**config.mk**
```make
export PLATFORM = sky130hd
export DESIGN_NAME = jls_stream_packer
export DESIGN_NICKNAME = d
export VERILOG_FILES = /design/src/rtl/jls_stream_packer.sv
export SDC_FILE = /design/constraint.sdc
export NUM_CORES = 2
export LEC_CHECK = 0
export BUFFER_PORTS_ARGS = -buffer_cell sky130_fd_sc_hd__buf_4
export CAP_MARGIN = 30
export CORE_UTILIZATION = 50
export DETAILED_ROUTE_END_ITERATION = 10
export GPL_TIMING_DRIVEN = 0
export PLACE_DENSITY = 0.65
export SETUP_SLACK_MARGIN = 0.1
export SLEW_MARGIN = 20
export SYNTH_ARGS = -nofsm -noshare
export SYNTH_HDL_FRONTEND = slang
export SYNTH_SLANG_ARGS = --single-unit
```
**constraint.sdc**
```tcl
create_clock -name clk -period 9.15 [get_ports clk]
set_input_delay 0.4575 -clock clk [delete_from_list [all_inputs] [get_ports clk]]
set_output_delay 0.4575 -clock clk [all_outputs]
set_load 0.01 [all_outputs]
```
**src/rtl/jls_stream_packer.sv**
```systemverilog
// Packs the jls_encoder byte stream into little-endian 32-bit words and buffers them in a
// word FIFO behind a valid/ready port. Optional byte counter: define JLS_PACK_BYTECNT_EN.
module jls_stream_packer #(
   parameter int AW          = 6,
   parameter int ALMOST_FULL = 4
) (
   input  logic        clk,
   input  logic        rst,
   input  logic        ivalid,
   input  logic        ilast,
   input  logic        ierror,
   input  logic [7:0]  idata,
   output logic        m_valid,
   input  logic        m_ready,
   output logic [31:0] m_data,
   output logic [3:0]  m_keep,
   output logic        m_last,
   output logic        m_error,
   output logic        ofull_warn,
`ifdef JLS_PACK_BYTECNT_EN
   output logic [31:0] obytes,
   output logic        obytes_valid,
`endif
   output logic        ooverflow
);

   localparam int DEPTH = 2**AW;

   // Packer state
   logic [1:0]  r_bi;
   logic [31:0] r_asm;
   logic [31:0] w_word;
   logic [3:0]  w_keep;
   logic        w_push;
   logic [37:0] w_entry;

   // FIFO state: r_mcount counts words in memory not yet moved to the output stage
   logic [37:0]   r_mem [DEPTH];
   logic [AW-1:0] r_wr_ptr;
   logic [AW-1:0] r_rd_ptr;
   logic [AW:0]   r_mcount;
   logic          r_m_valid;
   logic [31:0]   r_m_data;
   logic [3:0]    r_m_keep;
   logic          r_m_last;
   logic          r_m_error;
   logic          r_full_warn;
   logic          r_overflow;

   logic [AW:0]   w_total;
   logic          w_full;
   logic          w_pop;
   logic          w_push_ok;
   logic          w_load;
   logic [AW:0]   w_mcount_nxt;
   logic          w_mvalid_nxt;
   logic [AW:0]   w_total_nxt;
   logic [31:0]   w_free_nxt;
   logic [37:0]   w_head;

   always_comb begin
      w_word = r_asm;
      w_word[{r_bi, 3'b000} +: 8] = idata;
   end

   always_comb begin
      w_keep = 4'b1111;
      if (ilast) begin
         case (r_bi)
            2'd0:    w_keep = 4'b0001;
            2'd1:    w_keep = 4'b0011;
            2'd2:    w_keep = 4'b0111;
            default: w_keep = 4'b1111;
         endcase
      end
   end

   assign w_push  = ivalid & ((r_bi == 2'd3) | ilast);
   assign w_entry = {ilast & ierror, ilast, w_keep, w_word};

   // The assembly register is cleared on every push so unused lanes of a short last word read 0
   always_ff @(posedge clk or posedge rst) begin
      if (rst) begin
         r_bi  <= 2'd0;
         r_asm <= 32'd0;
      end else if (ivalid) begin
         if (w_push) begin
            r_bi  <= 2'd0;
            r_asm <= 32'd0;
         end else begin
            r_bi  <= r_bi + 2'd1;
            r_asm <= w_word;
         end
      end
   end

   // Capacity includes the word held in the output stage
   assign w_total      = r_mcount + {{AW{1'b0}}, r_m_valid};
   assign w_full       = (w_total == (AW+1)'(DEPTH));
   assign w_pop        = r_m_valid & m_ready;
   assign w_push_ok    = w_push & (~w_full | w_pop);
   assign w_load       = (~r_m_valid | w_pop) & (r_mcount != '0);
   assign w_mcount_nxt = r_mcount + {{AW{1'b0}}, w_push_ok} - {{AW{1'b0}}, w_load};
   assign w_mvalid_nxt = w_load | (r_m_valid & ~w_pop);
   assign w_total_nxt  = w_mcount_nxt + {{AW{1'b0}}, w_mvalid_nxt};
   assign w_free_nxt   = 32'(DEPTH) - 32'(w_total_nxt);
   assign w_head       = r_mem[r_rd_ptr];

   always_ff @(posedge clk) begin
      if (w_push_ok) begin
         r_mem[r_wr_ptr] <= w_entry;
      end
   end

   always_ff @(posedge clk or posedge rst) begin
      if (rst) begin
         r_wr_ptr    <= '0;
         r_rd_ptr    <= '0;
         r_mcount    <= '0;
         r_m_valid   <= 1'b0;
         r_m_data    <= 32'd0;
         r_m_keep    <= 4'd0;
         r_m_last    <= 1'b0;
         r_m_error   <= 1'b0;
         r_full_warn <= 1'b0;
         r_overflow  <= 1'b0;
      end else begin
         if (w_push_ok) begin
            r_wr_ptr <= r_wr_ptr + 1'b1;
         end
         if (w_load) begin
            r_rd_ptr  <= r_rd_ptr + 1'b1;
            r_m_data  <= w_head[31:0];
            r_m_keep  <= w_head[35:32];
            r_m_last  <= w_head[36];
            r_m_error <= w_head[37];
         end
         if (w_push & ~w_push_ok) begin
            r_overflow <= 1'b1;
         end
         r_mcount    <= w_mcount_nxt;
         r_m_valid   <= w_mvalid_nxt;
         r_full_warn <= (w_free_nxt <= 32'(ALMOST_FULL));
      end
   end

   assign m_valid    = r_m_valid;
   assign m_data     = r_m_data;
   assign m_keep     = r_m_keep;
   assign m_last     = r_m_last;
   assign m_error    = r_m_error;
   assign ofull_warn = r_full_warn;
   assign ooverflow  = r_overflow;

`ifdef JLS_PACK_BYTECNT_EN
   logic [31:0] r_bcnt;
   logic [31:0] r_obytes;
   logic        r_obytes_valid;

   // Counts every accepted byte strobe, including bytes of words the FIFO dropped
   always_ff @(posedge clk or posedge rst) begin
      if (rst) begin
         r_bcnt         <= 32'd0;
         r_obytes       <= 32'd0;
         r_obytes_valid <= 1'b0;
      end else begin
         r_obytes_valid <= 1'b0;
         if (ivalid) begin
            if (ilast) begin
               r_obytes       <= r_bcnt + 32'd1;
               r_obytes_valid <= 1'b1;
               r_bcnt         <= 32'd0;
            end else begin
               r_bcnt <= r_bcnt + 32'd1;
            end
         end
      end
   end

   assign obytes       = r_obytes;
   assign obytes_valid = r_obytes_valid;
`endif

endmodule
```
==> Yosys cells after proc, flatten, opt, wreduce, memory -nomap -nowiden <==
Memory sizes are Yosys's and may differ from the RTL's. A register that Yosys moved wholly into a read port is not among the register bits.
Index checks and enable logic that the tools add are counted.
{ "totals": {"elab_cells": 49, "memories": 1, "regBits": 56, "ramBits": 2432} }
{ "mem_list": {"columns": ["name", "depth", "word_bits", "read_ports", "rd_ports_with_merged_regs", "write_ports", "line", "rtl"], "rows": [
  ["r_mem", 64, 38, 1, 1, 1, "38", "logic [37:0] r_mem [DEPTH];"]
]} }
{ "op_classes": {"n_shift": 2, "n_reduce_logical": 2, "add_sub_neg": 9, "magnitude_cmp": 1, "n_eq_ne": 4, "n_bitwise": 15, "n_mux": 7} }
{ "op_table": {"columns": ["operator", "count"], "rows": [
  ["bitwise mux 32 bit", 1],
  ["<= comparator 32 x 3 -> 1 bit (second input constant)", 1],
  ["two-way mux 32 bit", 1],
  ["variable shift 8 x 7 -> 32 bit (first input constant)", 1],
  ["variable part select 8 x 7 -> 32 bit", 1],
  ["adder 7 x 1 -> 7 bit", 3],
  ["adder 6 x 1 -> 6 bit (second input constant)", 2],
  ["case mux 4 bit (3 select lines)", 1],
  ["subtractor 7 x 7 -> 8 bit (first input constant)", 1],
  ["bitwise AND 1 bit", 7],
  ["== test 7 bit (second input constant)", 1],
  ["negation 5 -> 7 bit", 1],
  ["nonzero test 7 bit", 1],
  ["subtractor 7 x 1 -> 7 bit", 1],
  ["== test 2 bit (second input constant)", 2],
  ["two-way mux 4 bit", 1],
  ["inverter 1 bit", 4],
  ["OR 1 bit", 4],
  ["adder 2 x 1 -> 2 bit (second input constant)", 1],
  ["== test 2 x 1 -> 1 bit (second input constant)", 1],
  ["zero test 2 bit", 1],
  ["two-way mux 1 bit", 2],
  ["two-way mux 2 bit", 1]
]} }

==> Logic depth before layout (Yosys ltp) <==
{ "logic_depth": {"word_depth": 10, "depth_mapped": 21, "ltp_nobuf": 20} }

==> Worst setup path after synthesis <==
Ideal clock, no wire load.
{ "synth_path": {"path_kind": "register to register", "from": "register r_m_valid (netlist: m_valid)", "to": "register r_full_warn (netlist: ofull_warn)", "stages_incl_launch_ff": 21, "slack_ns": 4.807, "path_buffers": 0, "arrival_ns": 4.208, "t_required_ns": 9.015, "setup_ns": 0.135, "synth_period_minus_slack_ns": 4.343, "path_cell_list": "dfrtp_1 ha_1 ha_1 a211oi_1 o21ai_0 a2111oi_2 a21oi_1 inv_1 ha_1 inv_1 ha_1 inv_1 fa_1 inv_1 ha_1 xnor3_1 nor3_1 mux2i_1 mux2i_1 a22oi_1 o22ai_1"} }
{ "synth_via": {"elab_chain_cells": 10} }
{ "synth_rtl": {"columns": ["item", "line", "rtl"], "rows": [
  ["start, declared", "42", "logic r_m_valid;"],
  ["start signal, assigned", "142", "r_m_valid <= w_mvalid_nxt;"],
  ["adder 7 x 1 -> 7 bit", "98", "assign w_total = r_mcount + {{AW{1'b0}}, r_m_valid};"],
  ["== test 7 bit", "99", "assign w_full = (w_total == (AW+1)'(DEPTH));"],
  ["inverter 1 bit", "101", "assign w_push_ok = w_push & (~w_full | w_pop);"],
  ["OR 1 bit", "101", null],
  ["bitwise AND 1 bit", "101", null],
  ["adder 7 x 1 -> 7 bit", "103", "assign w_mcount_nxt = r_mcount + {{AW{1'b0}}, w_push_ok} - {{AW{1'b0}}, w_load};"],
  ["subtractor 7 x 1 -> 7 bit *", "103", null],
  ["net w_mcount_nxt[1]", "55", "logic [AW:0] w_mcount_nxt;"],
  ["adder 7 x 1 -> 7 bit *", "105", "assign w_total_nxt = w_mcount_nxt + {{AW{1'b0}}, w_mvalid_nxt};"],
  ["subtractor 7 x 7 -> 8 bit *", "106", "assign w_free_nxt = 32'(DEPTH) - 32'(w_total_nxt);"],
  ["<= comparator 32 x 3 -> 1 bit *", "143", "r_full_warn <= (w_free_nxt <= 32'(ALMOST_FULL));"],
  ["end signal, assigned", "143", null],
  ["end, declared", "47", "logic r_full_warn;"]
]} }
The timed path passes the listed nets; every way through them passes the cells marked *.
A chain may end at the register's enable or synchronous reset.

==> Worst setup path in the final report <==
Ends and elaborated chain as after synthesis.

==> flow_summary_export.csv <==
group,metric,value,unit
outcome,status,"complete, but fails checks",
outcome,failed_checks,"DRC",
synthesis,synth_edf_count,2368,
synthesis,async_flop_share,3.82,%
setup_path,cp_cell_sequence,"ha_1 > ha_1 > a211oi_1 > o21ai_0 > a2111oi_2 > a21oi_1 > inv_1 > ha_1 > inv_1 > ha_1 > inv_1 > fa_1 > inv_1 > ha_1 > xnor3_1 > nor3_1 > mux2i_1 > mux2i_1 > a22oi_1 > o22ai_1",
route,routed_via_density,6.74,
synthesis,ys.flop_type,"edfxtp_1",
global_route,grt_antenna_before_repair,12,
timing,finalHoldViolCount,0,
timing,tns,0,ns
finish,final_cells,7461,
setup_path,arrival,6.20,ns
setup_path,worstSetupPathType,"register to register",
clock_tree,htree_levels,4,
finish,area_growth,18.6,%
timing,finClkSkew,0.0698,ns
die,die_area,191000,µm²
synthesis,yosys_warnings,0,
synthesis,synth_cells,4215,
synthesis,syn_area,94600,µm²
timing,setup_violations,0,
finish,final_common_cell,"edfxtp_1",
die,initial_core_util,50.4,%
placement,gp_congestion,0.870,
synthesis,synth_cell_types,60,
die,core_area,188000,µm²
setup_path,cp_max_fo,8,
setup_path,critPathLaunchType,"register",
clock_tree,clk_pin_slew,0.07,ns
timing,worst_pin_slew,1.22,ns
clock_tree,clock_path_buffers,3,
route,drtIter0Drc,8732,
global_route,grt.overflow.total,0,
timing,slew_headroom,17.3,%
global_route,grt_pass1_wl,403000,µm
synthesis,ys_ff_latch,2462,
worst_hold_path,hold_class,"input port to register",
route,detail_route.wl_per_cell,39.9,µm
die,die_h,437,µm
placement,placedCellCount,7008,
setup_path,crit_required,9.85,ns
global_route,first_global_vias,48700,
setup_path,cp_common_cell,"ha_1",
route,drc,12,
power_and_ir_drop,peakVddDrop,0.000190,V
finish,nets,4803,
power_and_ir_drop,p_leak,36.2,nW
route,wl,297000,µm
global_route,grt_usage,31.3,%
timing,fmax,182,MHz
flow_run,drv_cap,0,
global_route,grt_max_degree,70,
route,drt_first_pass_iters,9,
finish,drive_gt1_share,31.5,%
route,via_count,50300,
finish,final_cell_mix,"edfxtp_1, mux4_2, clkbuf_16",
die,die_w,437,µm
setup_path,critical_path.max_stage_delay,0.78,ns
timing,fin_crit,5.50,ns
power_and_ir_drop,powerDensity,293,nW/µm²
die,num_rows,159,
clock_tree,cts_tree,"done",
setup_path,critPathSlowestCell,"a2111oi_2",
setup_path,end_kind,"register",
clock_tree,clock-root-buffer,"clkbuf_16",
clock_tree,postCtsSetupRepairBufs,0,
synthesis,seq_area_frac_synth,77.6,%
placement,dp_hpwl,205000,µm
route,ant_nets,0,
finish,fillerInstances,13000,
die,io_pins,55,
clock_tree,clkLatencyLatePin,0.90,ns
timing,rsz0062_at_grt,"no",
timing,timing.final.crit_share,60.1,%
timing,drv_slew,0,
clock_tree,cts_made_buffers,235,
placement,port_buffers,54,
synthesis,syn_area_per_cell,22.4,µm²
synthesis,synthesis.nets,4256,
clock_tree,cts_num_sinks,2462,
-- synthesized netlist by cell type, types with 4 or more instances --
cell / instances / share of area (%)
a211oi_1: 25 / 0.20
a21oi_1: 20 / 0.11
a221oi_1: 11 / 0.10
a22o_1: 8 / 0.074
a22oi_1: 89 / 0.71
a31o_2: 32 / 0.30
and2_1: 4 / 0.026
and3_1: 5 / 0.033
buf_1: 30 / 0.12
buf_2: 83 / 0.44
buf_4: 30 / 0.24
buf_6: 8 / 0.095
clkbuf_1: 66 / 0.26
dfrtp_1: 94 / 2.5
edfxtp_1: 2368 / 75
ha_1: 26 / 0.34
inv_1: 52 / 0.21
mux2_2: 9 / 0.11
mux2i_1: 96 / 1.0
mux4_2: 637 / 15
nand2_1: 97 / 0.38
nand2b_1: 13 / 0.086
nand3_1: 36 / 0.19
nand4_1: 5 / 0.033
nor2_1: 146 / 0.58
nor2b_1: 26 / 0.17
nor3_1: 22 / 0.12
o21ai_0: 53 / 0.28
o22ai_1: 59 / 0.39
or2_2: 6 / 0.040
xnor2_1: 13 / 0.12
-- logic make-up after synthesis --
family	Yosys count	synth area share, %
buffers and inverters	269	1.36
XOR/XNOR	17	0.172
flip-flops	2462	77.6
AO/OA/AOI/OAI	322	2.38
AND/OR/NAND/NOR	376	1.80
adder cells (fa/ha/maj)	27	0.365
multiplexers	742	16.3
-- routing by layer --
layer / global-route usage [%] / wire length (µm)
met1: 42.3 / 105000
met2: 47.4 / 136000
met3: 8.56 / 38900
met4: 15.0 / 17400
met5: 0 / 27
-- report_power, final --
group / switching [W] / leakage, nW / internal [W]
combinational: 0.00625 / 9.57 / 0.00408
sequential: 0.000236 / 23.0 / 0.0127
clock: 0.00430 / 3.63 / 0.00526
-- final timing paths --
path                              end       from  depth (start not counted)  slack [ns]
max                        ofull_warn    m_valid                         20        3.65
min                          r_asm[9]   idata[1]                          4        0.05
max reg2reg                ofull_warn    m_valid                         20        3.65
min reg2reg                 ooverflow  ooverflow                          1        0.48
max in group asynchronous  ofull_warn        rst                          4        8.25
min in group asynchronous  m_data[12]        rst                          3        0.11
-- stage by stage --
step / area (µm²) / utilization [%] / power (W) / setup slack [ns] / hold slack, ns
4_1_cts: 112000 / 59.7 / 0.0327 / 3.64 / 0.00164
3_5_place_dp: 105000 / 55.7 / 0.0233 / 3.72 / 0.464
3_3_place_gp: 98100 / 52.3 / 0.0229 / 0.613 / 0.464
6_report: 112000 / 59.8 / 0.0328 / 3.65 / 0.0536
5_1_grt: 112000 / 59.8 / 0.0336 / 3.26 / 0.0358
2_1_floorplan: 94600 / - / 0.0190 / 4.81 / 0.504
-- area by class of cell --
class                      count  area [µm²]  share of cell area [%]
antenna                        3        7.51                 0.00669
buffer                       217        1110                   0.990
clock buffer                 312        6260                    5.58
clock inverter               126        1260                    1.13
inverter                      52         203                   0.181
multi-input combinational   1484       20700                    18.5
sequential                  2462       73500                    65.5
tap                         2495        3120                    2.78
timing repair buffer         310        6060                    5.40
-- sequential cells by signal (all words and copies together) (netlist names), 2 cells and up --
| signal | count |
|---|---|
| m_keep | 4 |
| r_mcount | 7 |
| m_data | 32 |
| r_asm | 32 |
| r_wr_ptr | 6 |
| r_rd_ptr | 6 |
| r_mem | 2368 |
| r_bi | 2 |
-- critical path: cells and delay by family, from the launching register on --
kind,cells,cell delay (ns)
compound gates,6,1.83
fa+ha+maj,6,1.70
buf+inv,4,0.47
flops,1,0.43
mux,2,0.35
simple gates,1,0.30
xor+xnor,1,0.21
-- what timing repair did --
| item | in CTS | in global routing |
|---|---|---|
| hold buffers | 4 | 0 |
| resized for setup | 0 | 0 |
| endpoints found under the hold margin | 91 | 0 |
| endpoints found under the setup margin | 0 | 0 |
Note: power is estimated with default switching activity, not from simulation.
